[src/rtl/uart_tx_mmio.sv]
// Memory-mapped 8N1 UART transmitter: TXDATA/STATUS registers, byte FIFO, bit serialiser (parity bit with UART_TX_PARITY_EN).
// Latency: rdata 1 cycle after a read; a TXDATA write into an idle, empty block drives the start bit 2 edges later.
// Backpressure: none on the bus; a write to a full FIFO is dropped and sets sticky overflow, software polls STATUS.
module uart_tx_mmio #(
    parameter int CLKS_PER_BIT = 868,
    parameter int FIFO_DEPTH   = 4
) (
    input  logic        clk,
    input  logic        reset,
    input  logic        sel,
    input  logic        we,
    input  logic        re,
    input  logic [3:0]  addr,
    input  logic [31:0] wdata,
    output logic [31:0] rdata,
    output logic        tx,
    output logic        busy
);
    localparam int AW = $clog2(FIFO_DEPTH);
    localparam int BW = (CLKS_PER_BIT > 1) ? $clog2(CLKS_PER_BIT) : 1;
    localparam logic [BW-1:0] BAUD_LAST = BW'(CLKS_PER_BIT - 1);
    localparam logic [AW:0]   FULL_CNT  = (AW+1)'(FIFO_DEPTH);

    localparam logic [2:0] IDLE   = 3'd0;
    localparam logic [2:0] START  = 3'd1;
    localparam logic [2:0] DATA   = 3'd2;
    localparam logic [2:0] STOP   = 3'd4;
`ifdef UART_TX_PARITY_EN
    localparam logic [2:0] PARITY = 3'd3;
    localparam logic       PAR_BUILD = 1'b1;
`else
    localparam logic       PAR_BUILD = 1'b0;
`endif

    logic [7:0]    mem [FIFO_DEPTH];
    logic [AW-1:0] wr_ptr, rd_ptr;
    logic [AW:0]   count;
    logic          fifo_empty, fifo_full;
    logic          wr_txdata, wr_status, push, pop;
    logic          overflow;
    logic [2:0]    state;
    logic [BW-1:0] baud;
    logic [2:0]    bit_idx;
    logic [7:0]    shift;
    logic          baud_done, fsm_active;
    logic [7:0]    head;
    logic          unused_wdata;

    assign unused_wdata = ^wdata[31:8];

    assign fifo_empty = (count == '0);
    assign fifo_full  = (count == FULL_CNT);
    assign head       = mem[rd_ptr];
    assign wr_txdata  = sel & we & (addr == 4'h0);
    assign wr_status  = sel & we & (addr == 4'h4);
    assign baud_done  = (baud == BAUD_LAST);
    assign fsm_active = (state != IDLE);
    assign busy       = fsm_active | ~fifo_empty;

    // The serialiser pops when idle or at the very end of a stop bit, so frames chain without a gap.
    assign pop  = ~fifo_empty & ((state == IDLE) | ((state == STOP) & baud_done));
    assign push = wr_txdata & (~fifo_full | pop);

    always_ff @(posedge clk) begin
        if (push) begin
            mem[wr_ptr] <= wdata[7:0];
        end
    end

    always_ff @(posedge clk or negedge reset) begin
        if (!reset) begin
            wr_ptr   <= '0;
            rd_ptr   <= '0;
            count    <= '0;
            overflow <= 1'b0;
        end else begin
            if (push) wr_ptr <= wr_ptr + AW'(1);
            if (pop)  rd_ptr <= rd_ptr + AW'(1);
            case ({push, pop})
                2'b10:   count <= count + (AW+1)'(1);
                2'b01:   count <= count - (AW+1)'(1);
                default: count <= count;
            endcase
            if (wr_status && wdata[3]) begin
                overflow <= 1'b0;
            end else if (wr_txdata && !push) begin
                overflow <= 1'b1;
            end
        end
    end

`ifdef UART_TX_PARITY_EN
    logic par;
    always_ff @(posedge clk or negedge reset) begin
        if (!reset) begin
            par <= 1'b0;
        end else if (pop) begin
            par <= ^head;
        end
    end
`endif

    always_ff @(posedge clk or negedge reset) begin
        if (!reset) begin
            state   <= IDLE;
            tx      <= 1'b1;
            baud    <= '0;
            bit_idx <= '0;
            shift   <= '0;
        end else begin
            case (state)
                IDLE: begin
                    if (pop) begin
                        shift <= head;
                        tx    <= 1'b0;
                        baud  <= '0;
                        state <= START;
                    end
                end
                START: begin
                    if (baud_done) begin
                        baud    <= '0;
                        bit_idx <= '0;
                        tx      <= shift[0];
                        state   <= DATA;
                    end else begin
                        baud <= baud + BW'(1);
                    end
                end
                DATA: begin
                    if (baud_done) begin
                        baud <= '0;
                        if (bit_idx == 3'd7) begin
`ifdef UART_TX_PARITY_EN
                            tx    <= par;
                            state <= PARITY;
`else
                            tx    <= 1'b1;
                            state <= STOP;
`endif
                        end else begin
                            shift   <= {1'b0, shift[7:1]};
                            bit_idx <= bit_idx + 3'd1;
                            tx      <= shift[1];
                        end
                    end else begin
                        baud <= baud + BW'(1);
                    end
                end
`ifdef UART_TX_PARITY_EN
                PARITY: begin
                    if (baud_done) begin
                        baud  <= '0;
                        tx    <= 1'b1;
                        state <= STOP;
                    end else begin
                        baud <= baud + BW'(1);
                    end
                end
`endif
                STOP: begin
                    if (baud_done) begin
                        baud <= '0;
                        if (pop) begin
                            shift <= head;
                            tx    <= 1'b0;
                            state <= START;
                        end else begin
                            state <= IDLE;
                        end
                    end else begin
                        baud <= baud + BW'(1);
                    end
                end
                default: begin
                    tx    <= 1'b1;
                    baud  <= '0;
                    state <= IDLE;
                end
            endcase
        end
    end

    always_ff @(posedge clk or negedge reset) begin
        if (!reset) begin
            rdata <= '0;
        end else if (sel && re) begin
            if (addr == 4'h4) begin
                rdata <= {27'b0, PAR_BUILD, overflow, fifo_empty, fifo_full, fsm_active};
            end else begin
                rdata <= '0;
            end
        end
    end
endmodule

[config.mk]
export PLATFORM = sky130hd
export DESIGN_NAME = uart_tx_mmio
export DESIGN_NICKNAME = d
export VERILOG_FILES = /design/src/rtl/uart_tx_mmio.sv
export SDC_FILE = /design/constraint.sdc
export NUM_CORES = 1
export LEC_CHECK = 0
export CAP_MARGIN = 20
export CELL_PAD_IN_SITES_DETAIL_PLACEMENT = 1
export CELL_PAD_IN_SITES_GLOBAL_PLACEMENT = 1
export CORE_ASPECT_RATIO = 0.7
export CORE_MARGIN = 5
export CORE_UTILIZATION = 40
export CTS_CLUSTER_DIAMETER = 150
export DETAILED_ROUTE_END_ITERATION = 7
export GPL_ROUTABILITY_DRIVEN = 0
export PLACE_DENSITY_LB_ADDON = 0.3
export SYNTH_ARGS = -nofsm -noshare
export SYNTH_HDL_FRONTEND = slang
export SYNTH_SLANG_ARGS = --single-unit
[constraint.sdc]
create_clock -name clk -period 5.5 [get_ports clk]
set_input_delay 1.1 -clock clk [delete_from_list [all_inputs] [get_ports clk]]
set_output_delay 1.1 -clock clk [all_outputs]
set_load 0.01 [all_outputs]
==> flow_metrics.py, run 1 <==
metrics = {
    "worst_setup_path": {
        "cp_slowest_cell": "nor3_1",
        "slowest_delay_ns": 0.60,
        "critPathKind": "flip-flop to output port",
        "r2r-end": "count[2]$_DFFE_PN0P_",
        "cp-end-kind": "output port",
        "worst_r2r_path_depth": 11,
        "path_cells": "nor3_1 > nand2_1 > clkdlybuf4s50_1",
        "path_max_fanout": 14,
        "worst_setup_path_start_kind": "flip-flop",
        "crit_required_ns": 4.40,
        "path_delay_family": "simple AND/OR/NAND/NOR gates",
        "path_buf_inv": 1,
        "regToRegSetupSlack_ns": 2.54,
        "crit_arrival_ns": 2.39,
        "r2r_start": "baud[0]$_DFFE_PN0N_",
    },
    "floorplanning": {
        "fp.dieH_um": 86.72,
        "io_pins": 75,
        "die_area_um2": 10370,
        "fp.coreArea_um2": 8338,
        "fp-row-count": 28,
        "die_x_um": 119.6,
        "initial_core_util_pct": 40.34,
    },
    "grt": {
        "grt_pass1_wl_um": 11470,
        "grt_max_degree": 38,
        "antenna_found_initial": 0,
        "overflow": 0,
        "grt_use_total_pct": 14.30,
        "first_global_vias": 2236,
    },
    "clock_tree": {
        "clock_latency_ns": 0.33,
        "h-tree-depth": 3,
        "cts.clk_slew.worst_paths_ns": 0.06,
        "cts_tree": "yes",
        "numCtsBuffers": 9,
        "clockBufferDepth": 2,
        "postCtsSetupRepairBufs": 0,
        "cts_resized": 0,
        "cts_hold_buf": 0,
        "cts_root_buffer": "clkbuf_16",
        "clock-sinks": 69,
    },
    "drt": {
        "drt_first_pass_iters": 4,
        "drt_iter0_drc": 96,
        "drc_errors": 0,
        "via_per_inst": 5.056,
        "drtAntennaViolNets": 0,
        "vias": 2093,
        "wl_um": 6793,
        "avgRoutedWirePerCell_um": 16.41,
    },
    "logic_synthesis": {
        "synth.avg_cell_area_um2": 12.10,
        "yosys_warnings": 0,
        "synth-edff-count": 32,
        "synth_top_area_share_pct": 28.57,
        "yosysMostFrequentCell": "dfrtp_1",
        "ys_ff_latch": 69,
        "ys_top_cells_by_area": "edfxtp_1, dfrtp_1, buf_4, mux4_2, nor2_1",
        "synthDistinctLibCells": 49,
        "synth_top_area_cell": "edfxtp_1",
        "syn_inst": 278,
        "synth_common_cells": "dfrtp_1, edfxtp_1, nor2_1, buf_4, nand2_1",
        "netlist_area_um2": 3363,
        "yosysSeqAreaShare_pct": 56.14,
        "synthFlopType": "dfrtp_1",
        "async_flop_share_pct": 53.62,
    },
    "timing": {
        "post-route-period-util_pct": 63.49,
        "timing.final.crit_period_ns": 3.492,
        "slew-limit-headroom_pct": 41.49,
        "rsz0062_at_grt": "false",
        "setup_viol": 0,
        "skew_ns": 0.009716,
        "setup_tns_ns": 0,
        "slew_viol_final": 0,
        "tightest_slew_ns": 0.8776,
        "max_freq_ghz": 0.2864,
        "hold_viol": 0,
    },
    "cells_and_area": {
        "antenna_cells": 0,
        "final_cells": 414,
        "num-nets-final": 354,
        "drive_gt1_share_pct": 13.27,
        "area_growth_syn_to_layout_pct": 14.66,
    },
    "min_path": {
        "worstHoldPathCells": 2,
        "hold_end": "tx$_DFFE_PN1P_",
        "hold_path.startpoint": "tx$_DFFE_PN1P_",
        "worstHoldPathType": "flip-flop to flip-flop",
    },
    "placement": {
        "dp_cells": 398,
        "dpl.hpwl_um": 4882,
        "port_buffers": 22,
    },
    "pwr": {
        "ir_drop_uv": 175.6,
        "p_clk_share_pct": 35.4,
        "pwr-share-seq_pct": 47.3,
        "p_leak_nw": 1.573,
        "p_per_area_nw_per_um2": 395.4,
        "p_switching_mw": 0.4558,
        "share_comb_of_total_power_pct": 17.3,
        "p_int_mw": 1.069,
        "p_sw_share_pct": 29.90,
    },
    "run_status": {
        "outcome": "completed",
    },
    "run": {
        "maxCapViolCount": 0,
    },
}
layer usage:
layer  up-vias  global-route usage (%)  part of all wire (%)
li1        992                       -                     -
met3         8                   3.588                   3.8
met1      1043                   18.82                    49
met5         -                       0                     0
met4         0                   5.301                   1.3
met2        50                   23.16                    46
tightest hold or removal path, delay by kind of cell (launching register included):
| kind | cells | cell delay [ns] |
|---|---|---|
| buffers and inverters | 1 | 0.05 |
| DFF | 1 | 0.37 |
| muxes | 1 | 0.06 |
per-stage QoR:
| stage | setup WS, ns | power, mW | hold slack [ns] | utilization (%) | instance area, µm² |
|---|---|---|---|---|---|
| 2_1_floorplan | 2.779 | 0.9168 | 0.4728 | - | 3465 |
| 3_3_place_gp | 2.163 | 0.9769 | 0.4685 | 42.87 | 3575 |
| 3_5_place_dp | 2.047 | 0.9982 | 0.4741 | 42.87 | 3575 |
| 4_1_cts | 2.012 | 1.542 | 0.4870 | 46.25 | 3856 |
| 5_1_grt | 1.845 | 1.616 | 0.4927 | 46.25 | 3856 |
| 6_report | 2.008 | 1.525 | 0.4822 | 46.25 | 3856 |
cell families after synthesis:
family	count (synthesis)	synth area share [%]
buffers and inverters	46	8.370
adders and majority gates	9	3.572
muxes	11	6.399
xor gates and xnor gates	14	3.646
AOI/OAI and AO/OA	36	7.478
and+or+nand+nor	92	14.29
other	1	0.1115
DFF	69	56.14
area by class of cell:
class	count	area (µm²)
Multi-Input combinational cell	190	1295
Fill cell	881	4482
Tap cell	105	131.4
Clock inverter	7	56.30
Inverter	12	45.04
Clock buffer	9	225.2
Sequential cell	69	1888
Timing Repair Buffer	22	215.2
cells in the final DEF (no fill, tap or decap), drive strengths merged, types with 5 or more instances in the layout:
cell	instances
dfrtp	36
edfxtp	32
nor2	30
conb	28
nand2	21
clkdlybuf4s50	21
inv	15
nand3	11
clkbuf	9
o21ai	9
mux4	8
o22ai	8
xor2	8
ha	8
xnor2	6
nor3	6
a21oi	5
worst max-delay path by stage:
stage	cells past startpoint	slack (ns)	start	endpoint
2_1_floorplan	10	2.78	addr[1]	count[2]$_DFFE_PN0P_
3_3_place_gp	11	2.16	addr[1]	count[2]$_DFFE_PN0P_
3_5_place_dp	11	2.05	addr[1]	count[2]$_DFFE_PN0P_
4_1_cts	3	2.01	state[1]$_DFFE_PN0P_	busy
5_1_grt	3	1.85	state[1]$_DFFE_PN0P_	busy
6_report	3	2.01	state[1]$_DFFE_PN0P_	busy
state kept, by name (all words and copies together) (netlist names):
signal	count
bit_idx	3
state	3
count	3
baud	10
wr_ptr	2
overflow	1
shift	8
rdata	4
tx	1
mem	32
rd_ptr	2
power by group through the flow:
stage | combinational (mW) | sequential, mW | clock, mW
2_1_floorplan | 0.236 | 0.681 | 0
3_3_place_gp | 0.249 | 0.727 | 0
3_5_place_dp | 0.267 | 0.731 | 0
4_1_cts | 0.268 | 0.722 | 0.552
5_1_grt | 0.299 | 0.737 | 0.581
6_report | 0.263 | 0.722 | 0.540
Note: power is estimated with default switching activity, not from simulation.
==> inputs of run 2 (changes only) <==
--- a/config.mk
+++ b/config.mk
@@ -10,7 +10,7 @@
 export CELL_PAD_IN_SITES_GLOBAL_PLACEMENT = 1
 export CORE_ASPECT_RATIO = 0.7
 export CORE_MARGIN = 5
-export CORE_UTILIZATION = 40
+export CORE_UTILIZATION = 36
 export CTS_CLUSTER_DIAMETER = 150
 export DETAILED_ROUTE_END_ITERATION = 7
 export GPL_ROUTABILITY_DRIVEN = 0
==> constraint.sdc (replaced) <==
create_clock -name clk -period 2.8 [get_ports clk]
set_input_delay 0.56 -clock clk [delete_from_list [all_inputs] [get_ports clk]]
set_output_delay 0.56 -clock clk [all_outputs]
set_load 0.01 [all_outputs]
==> flow_metrics.py, run 2 (synthesis results as in run 1) <==
metrics = {
    "run_status": {
        "outcome": "completed",
    },
    "worst_setup_path": {
        "slowest_delay_ns": 0.61,
        "crit_required_ns": 2.24,
        "crit_arrival_ns": 2.04,
        "critPathKind": "flip-flop to output port",
        "cp_slowest_cell": "dfrtp_1",
        "path_max_fanout": 12,
        "path_cells": "nor3_1 > buf_4 > nand2_1 > clkdlybuf4s50_1",
        "worst_setup_path_start_kind": "flip-flop",
        "cp-end-kind": "output port",
    },
    "floorplanning": {
        "fp.dieH_um": 90.87,
        "fp.coreArea_um2": 9107,
        "initial_core_util_pct": 36.93,
        "die_x_um": 125.5,
        "die_area_um2": 11410,
        "fp-row-count": 29,
        "io_pins": 75,
    },
    "grt": {
        "busiest_layer": "met2",
        "grt_use_total_pct": 13.06,
        "grt_max_degree": 38,
        "first_global_vias": 2283,
        "overflow": 0,
        "grt_pass1_wl_um": 11820,
        "grt_use_met1_pct": 16.89,
        "use_met3_pct": 3.723,
        "use_met2_pct": 21.26,
        "antenna_found_initial": 0,
    },
    "timing": {
        "rsz0062_at_grt": "false",
        "timing.final.crit_period_ns": 2.598,
        "max_freq_ghz": 0.3849,
        "tightest_slew_ns": 0.8456,
        "slew_viol_final": 0,
        "setup_tns_ns": 0,
        "slew-limit-headroom_pct": 43.63,
        "post-route-period-util_pct": 92.79,
        "skew_ns": 0.006771,
        "setup_viol": 0,
        "hold_viol": 0,
    },
    "min_path": {
        "worstHoldPathType": "primary input to async pin",
    },
    "drt": {
        "drt_first_pass_iters": 4,
        "via_per_inst": 4.874,
        "wl_um": 6855,
        "avgRoutedWirePerCell_um": 15.44,
        "drc_errors": 0,
        "drt_iter0_drc": 74,
        "drtAntennaViolNets": 0,
        "vias": 2164,
    },
    "cells_and_area": {
        "most-common-layout-cells": "dfrtp_1, edfxtp_1, nor2_1",
        "drive_gt1_share_pct": 16.25,
        "largest_registers": "mem: 32 flops, baud: 10 flops, shift: 8 flops",
        "layout_commonest_cell": "dfrtp_1",
        "regMostFlops": "mem",
        "area_growth_syn_to_layout_pct": 18.56,
        "fillers": 970,
        "largest_reg_flops": 32,
        "antenna_cells": 0,
        "seqCellArea_um2": 1888,
        "num-nets-final": 365,
        "multi_input_area_um2": 1295,
        "final_cells": 444,
    },
    "pwr": {
        "ir_drop_uv": 435.5,
        "p_per_area_nw_per_um2": 781.5,
        "p_leak_nw": 1.638,
    },
    "clock_tree": {
        "cts_root_buffer": "clkbuf_16",
        "postCtsSetupRepairBufs": 0,
        "h-tree-depth": 3,
        "clockBufferDepth": 2,
        "clock_latency_ns": 0.33,
        "cts.clk_slew.worst_paths_ns": 0.06,
        "cts_hold_buf": 0,
        "cts_resized": 0,
        "cts_tree": "yes",
        "numCtsBuffers": 9,
        "clock-sinks": 69,
    },
    "placement": {
        "port_buffers": 22,
        "dp_cells": 428,
        "dpl.hpwl_um": 4785,
    },
    "run": {
        "maxCapViolCount": 0,
    },
}
-- run 2: changes by cell type in the layout (fill, tap and decap cells not counted) --
cell | before | now
buf_4 | 0 | 11
bufinv_16 | 0 | 1
clkinv_2 | 2 | 1
clkinv_4 | 2 | 1
inv_6 | 2 | 3
-- run 2: worst paths after layout --
path | from | endpoint | slack [ns] | cells past startpoint
max | state[2]$_DFFE_PN0P_ | busy | 0.20 | 4
min | reset | baud[7]$_DFFE_PN0N_ | 0.34 | 1
max reg2reg | baud[0]$_DFFE_PN0N_ | count[2]$_DFFE_PN0P_ | 0.21 | 11
min reg2reg | rdata[0]$_DFFE_PN0P_ | rdata[0]$_DFFE_PN0P_ | 0.49 | 2
max in group asynchronous | reset | shift[4]$_DFFE_PN0P_ | 1.92 | 1
min in group clk | rdata[0]$_DFFE_PN0P_ | rdata[0]$_DFFE_PN0P_ | 0.49 | 2
-- run 2: power by group --
part           total [mW]  switching, mW  internal, mW  leakage, nW
clock                1.16          0.451         0.705        0.153
combinational       0.559          0.263         0.296        0.738
sequential           1.40          0.184          1.22        0.747
total                3.12          0.898          2.22         1.64
-- run 2: metal layers --
layer | up-vias | routed length [µm]
met1 | 1093 | 3145
met2 | 54 | 3330
li1 | 1012 | -
met4 | 0 | 60
met3 | 5 | 319
met5 | - | 0
-- run 2: through the flow --
stage / utilization, % / hold slack [ns] / total power, mW / setup slack, ns / area [µm²]
after floorplan: - / 0.2644 / 1.801 / 0.3026 / 3465
after global placement: 40.42 / 0.4691 / 1.957 / 0.2218 / 3681
final: 43.78 / 0.3407 / 3.116 / 0.2020 / 3988
after global routing: 43.78 / 0.4256 / 3.304 / 0.02279 / 3988
after detailed placement: 40.42 / 0.4814 / 1.981 / 0.1950 / 3681
after CTS: 43.78 / 0.3674 / 3.159 / 0.1440 / 3988
-- run 2: critical path: cells and delay by family (launching register included) --
family        cells  cell delay (ns)
buf+inv           2             0.77
flops             1             0.61
simple gates      2             0.33
-- run 2: area by class of cell --
type,count,area share [%]
clock inverters,7,2.040
multi-input cells,190,32.48
flip-flops and latches,69,47.35
well taps,124,3.891
inverters,12,1.130
clock buffers,9,5.648
repair buffers,33,7.468
==> variant (config.mk and constraints of run 1) <==
Change the parameter `FIFO_DEPTH` from 4 to 2.
--- a/src/rtl/uart_tx_mmio.sv
+++ b/src/rtl/uart_tx_mmio.sv
@@ -5,3 +5,3 @@
     parameter int CLKS_PER_BIT = 868,
-    parameter int FIFO_DEPTH   = 4
+    parameter int FIFO_DEPTH   = 2
 ) (
Check against the original RTL: not equivalent (Yosys sat finds a counterexample within 10 cycles, from zero or initial values and one cycle with reset low).
==> variant against run 1 <==
Largest power group unchanged. Cell count decreased by 20%. Worst setup slack better by 0.0028 ns. Global-route usage fell by 0.52 points. Power is 33% lower. Die area down 21%. Area after synthesis is 23% lower. Sequential power decreased by 26%. Routed wire length down 23%. Final area shrank 25%. Critical path type unchanged. Sequential cell count shrank 19. Combinational power fell by 20%.
==> variant: results (changes against run 1) <==
setup_path:
  r2r-end: "mem[0][4]"  # was count[2]
  rrSetupSlack_ns: 2.88  # was 2.54 ns
  cp_data_arrival_time_ns: 2.39  # about the same
  path_max_fanout: 14  # unchanged
  max_stage_delay_ns: 0.58  # was 0.60 ns
  startpoint: "state[0]"  # was state[1]
  crit_end: "busy"  # unchanged
  cpMaxStageDelayCell: "or3_1"  # was nor3_1
  ff2ff_path_depth: 4  # was 11
logic_synthesis:
  synth-edff-count: 16  # was 32
  synth_cell_types: 47  # was 49
  async_flop_share_pct: 68.0  # was 53.6%
  netlist_top_cells_count: "dfrtp_1, buf_4, edfxtp_1, nor2_1, nand2_1"  # was dfrtp_1, edfxtp_1, nor2_1
  ys_warn_count: 0  # unchanged
  yosysSeqAreaShare_pct: 51.6  # was 56.1%
  synth-main-ff-cell: "dfrtp_1"  # unchanged
  synthTopCellsByArea: "dfrtp_1, edfxtp_1, buf_4, mux2i_1, mux2_2"  # was edfxtp_1, dfrtp_1, buf_4, mux4_2, nor2_1
placement:
  hpwl_um: 3780  # was 4880 um
  io_buffers: 22  # unchanged
  place_area_um2: 2770  # was 3570 um2
cts:
  clockBufferDepth: 2  # unchanged
  clock_tree.root_cell: "clkbuf_8"  # was clkbuf_16
  clk_latency_ns: 0.32
  postCtsSetupBuffers: 0  # unchanged
  cts_resized: 0  # unchanged
  cts_buffers: 5  # was 9
  ctsHtreeMaxLevel: 2  # was 3
  clk_pin_slew_worst_paths_ns: 0.10  # was 0.06 ns
layout:
  drive_above_1_share_pct: 10.3  # was 13.3%
  diodes: 0  # unchanged
  top_regs: "mem x16, baud x10, shift x8"  # was mem x32, baud x10, shift x8
  nets: 296  # was 354
grt:
  grt_pass1_wl_um: 9000  # was 11500 um
  grt_max_degree: 35  # was 38
  track_usage_pct: 13.8  # was 14.3%
  antenna_found_initial: 0  # unchanged
  grt_pass1_vias: 1775  # was 2236
drt:
  first_iter_violations: 70  # was 96
  vias_per_cell: 5.15  # was 5.06
  wl_um: 5220  # was 6790 um
  first_pass_iters: 4  # unchanged
timing:
  timing.setup.tns_ns: 0  # unchanged
  finClkSkew_ns: 0.0142  # was 0.00972 ns
  max_slew_margin_pct: 49.9  # was 41.5%
worst_hold_path:
  hp-class: "register to register"  # unchanged
  min_from: "tx"  # unchanged
power:
  p_leak_nw: 1.19  # was 1.57 nW
  vdd.ir_drop.worst_uv: 127  # was 176 uV
outcome:
  outcome: "complete, no violations"  # unchanged
==> variant: cell count changes in the layout (fill, tap and decap cells not counted), moves of 5 or more <==
cell / before / now
clkbuf_8: 0 / 5
edfxtp_1: 32 / 16
mux2_2: 0 / 8
mux4_2: 8 / 0
nor2_1: 30 / 16
clkbuf_16: 9 / 0
nand2_1: 21 / 14
nand3_1: 10 / 3
o22ai_1: 8 / 1
mux2i_1: 2 / 12
==> variant: stage by stage <==
step | cells | utilization, % | setup slack, ns | power (mW)
2_1_floorplan | 256 | - | 3.00 | 0.691
3_3_place_gp | 322 | 44.4 | 2.24 | 0.738
3_5_place_dp | 322 | 44.4 | 2.16 | 0.751
4_1_cts | 330 | 46.2 | 2.00 | 1.03
5_1_grt | 330 | 46.2 | 1.83 | 1.08
6_report | 330 | 46.2 | 2.01 | 1.02
==> variant: cells by family (layout without fill, tap and decap cells) <==
group / count (synthesis) / after routing / synth area share (%)
AO/OA/AOI/OAI: 39 / 39 / 11.0
XOR/XNOR: 12 / 12 / 4.07
adder cells (fa/ha/maj): 4 / 4 / 1.94
buffers and inverters: 44 / 40 / 10.7
flip-flops: 50 / 50 / 51.6
multiplexers: 20 / 20 / 8.14
other: 1 / 28 / 0.145
AND/OR/NAND/NOR: 59 / 59 / 12.5
==> variant: worst min path at each step <==
stage	to	slack (ns)	depth (start not counted)
after floorplan	wr_ptr	0.46	1
after global placement	tx	0.47	2
after detailed placement	tx	0.47	2
after CTS	tx	0.49	2
after global routing	tx	0.51	2
final	tx	0.48	2
==> variant: cell type report <==
| class | count | area (um2) |
|---|---|---|
| clock inverter | 3 | 48.8 |
| clock buffer | 5 | 68.8 |
| tap | 78 | 97.6 |
| timing repair buffer | 24 | 235 |
| inverter | 8 | 30.0 |
| fill | 701 | 3360 |
| multi-input combinational | 162 | 1070 |
| sequential | 50 | 1330 |
==> variant: per-layer routing <==
layer | wire length (um) | share of wire [%] | vias up | global-route usage (%)
met5 | 0 | 0 | - | 0
met4 | 61 | 1.2 | 0 | 3.49
met3 | 230 | 4.4 | 9 | 4.45
met2 | 2390 | 46 | 36 | 21.0
met1 | 2540 | 49 | 848 | 19.0
li1 | - | - | 807 | -
==> variant: power breakdown <==
part	switching, mW	internal (mW)	leakage (nW)
Combinational	0.105	0.105	0.549
Sequential	0.0829	0.450	0.587
Clock	0.137	0.139	0.0563
Total	0.325	0.694	1.19
==> variant: worst max-delay path, delay by kind of cell (launching register included) <==
family                 cells  cell delay, ns
buffers and inverters      2            0.55
flip-flops                 1            0.56
AND/OR/NAND/NOR            2            0.96
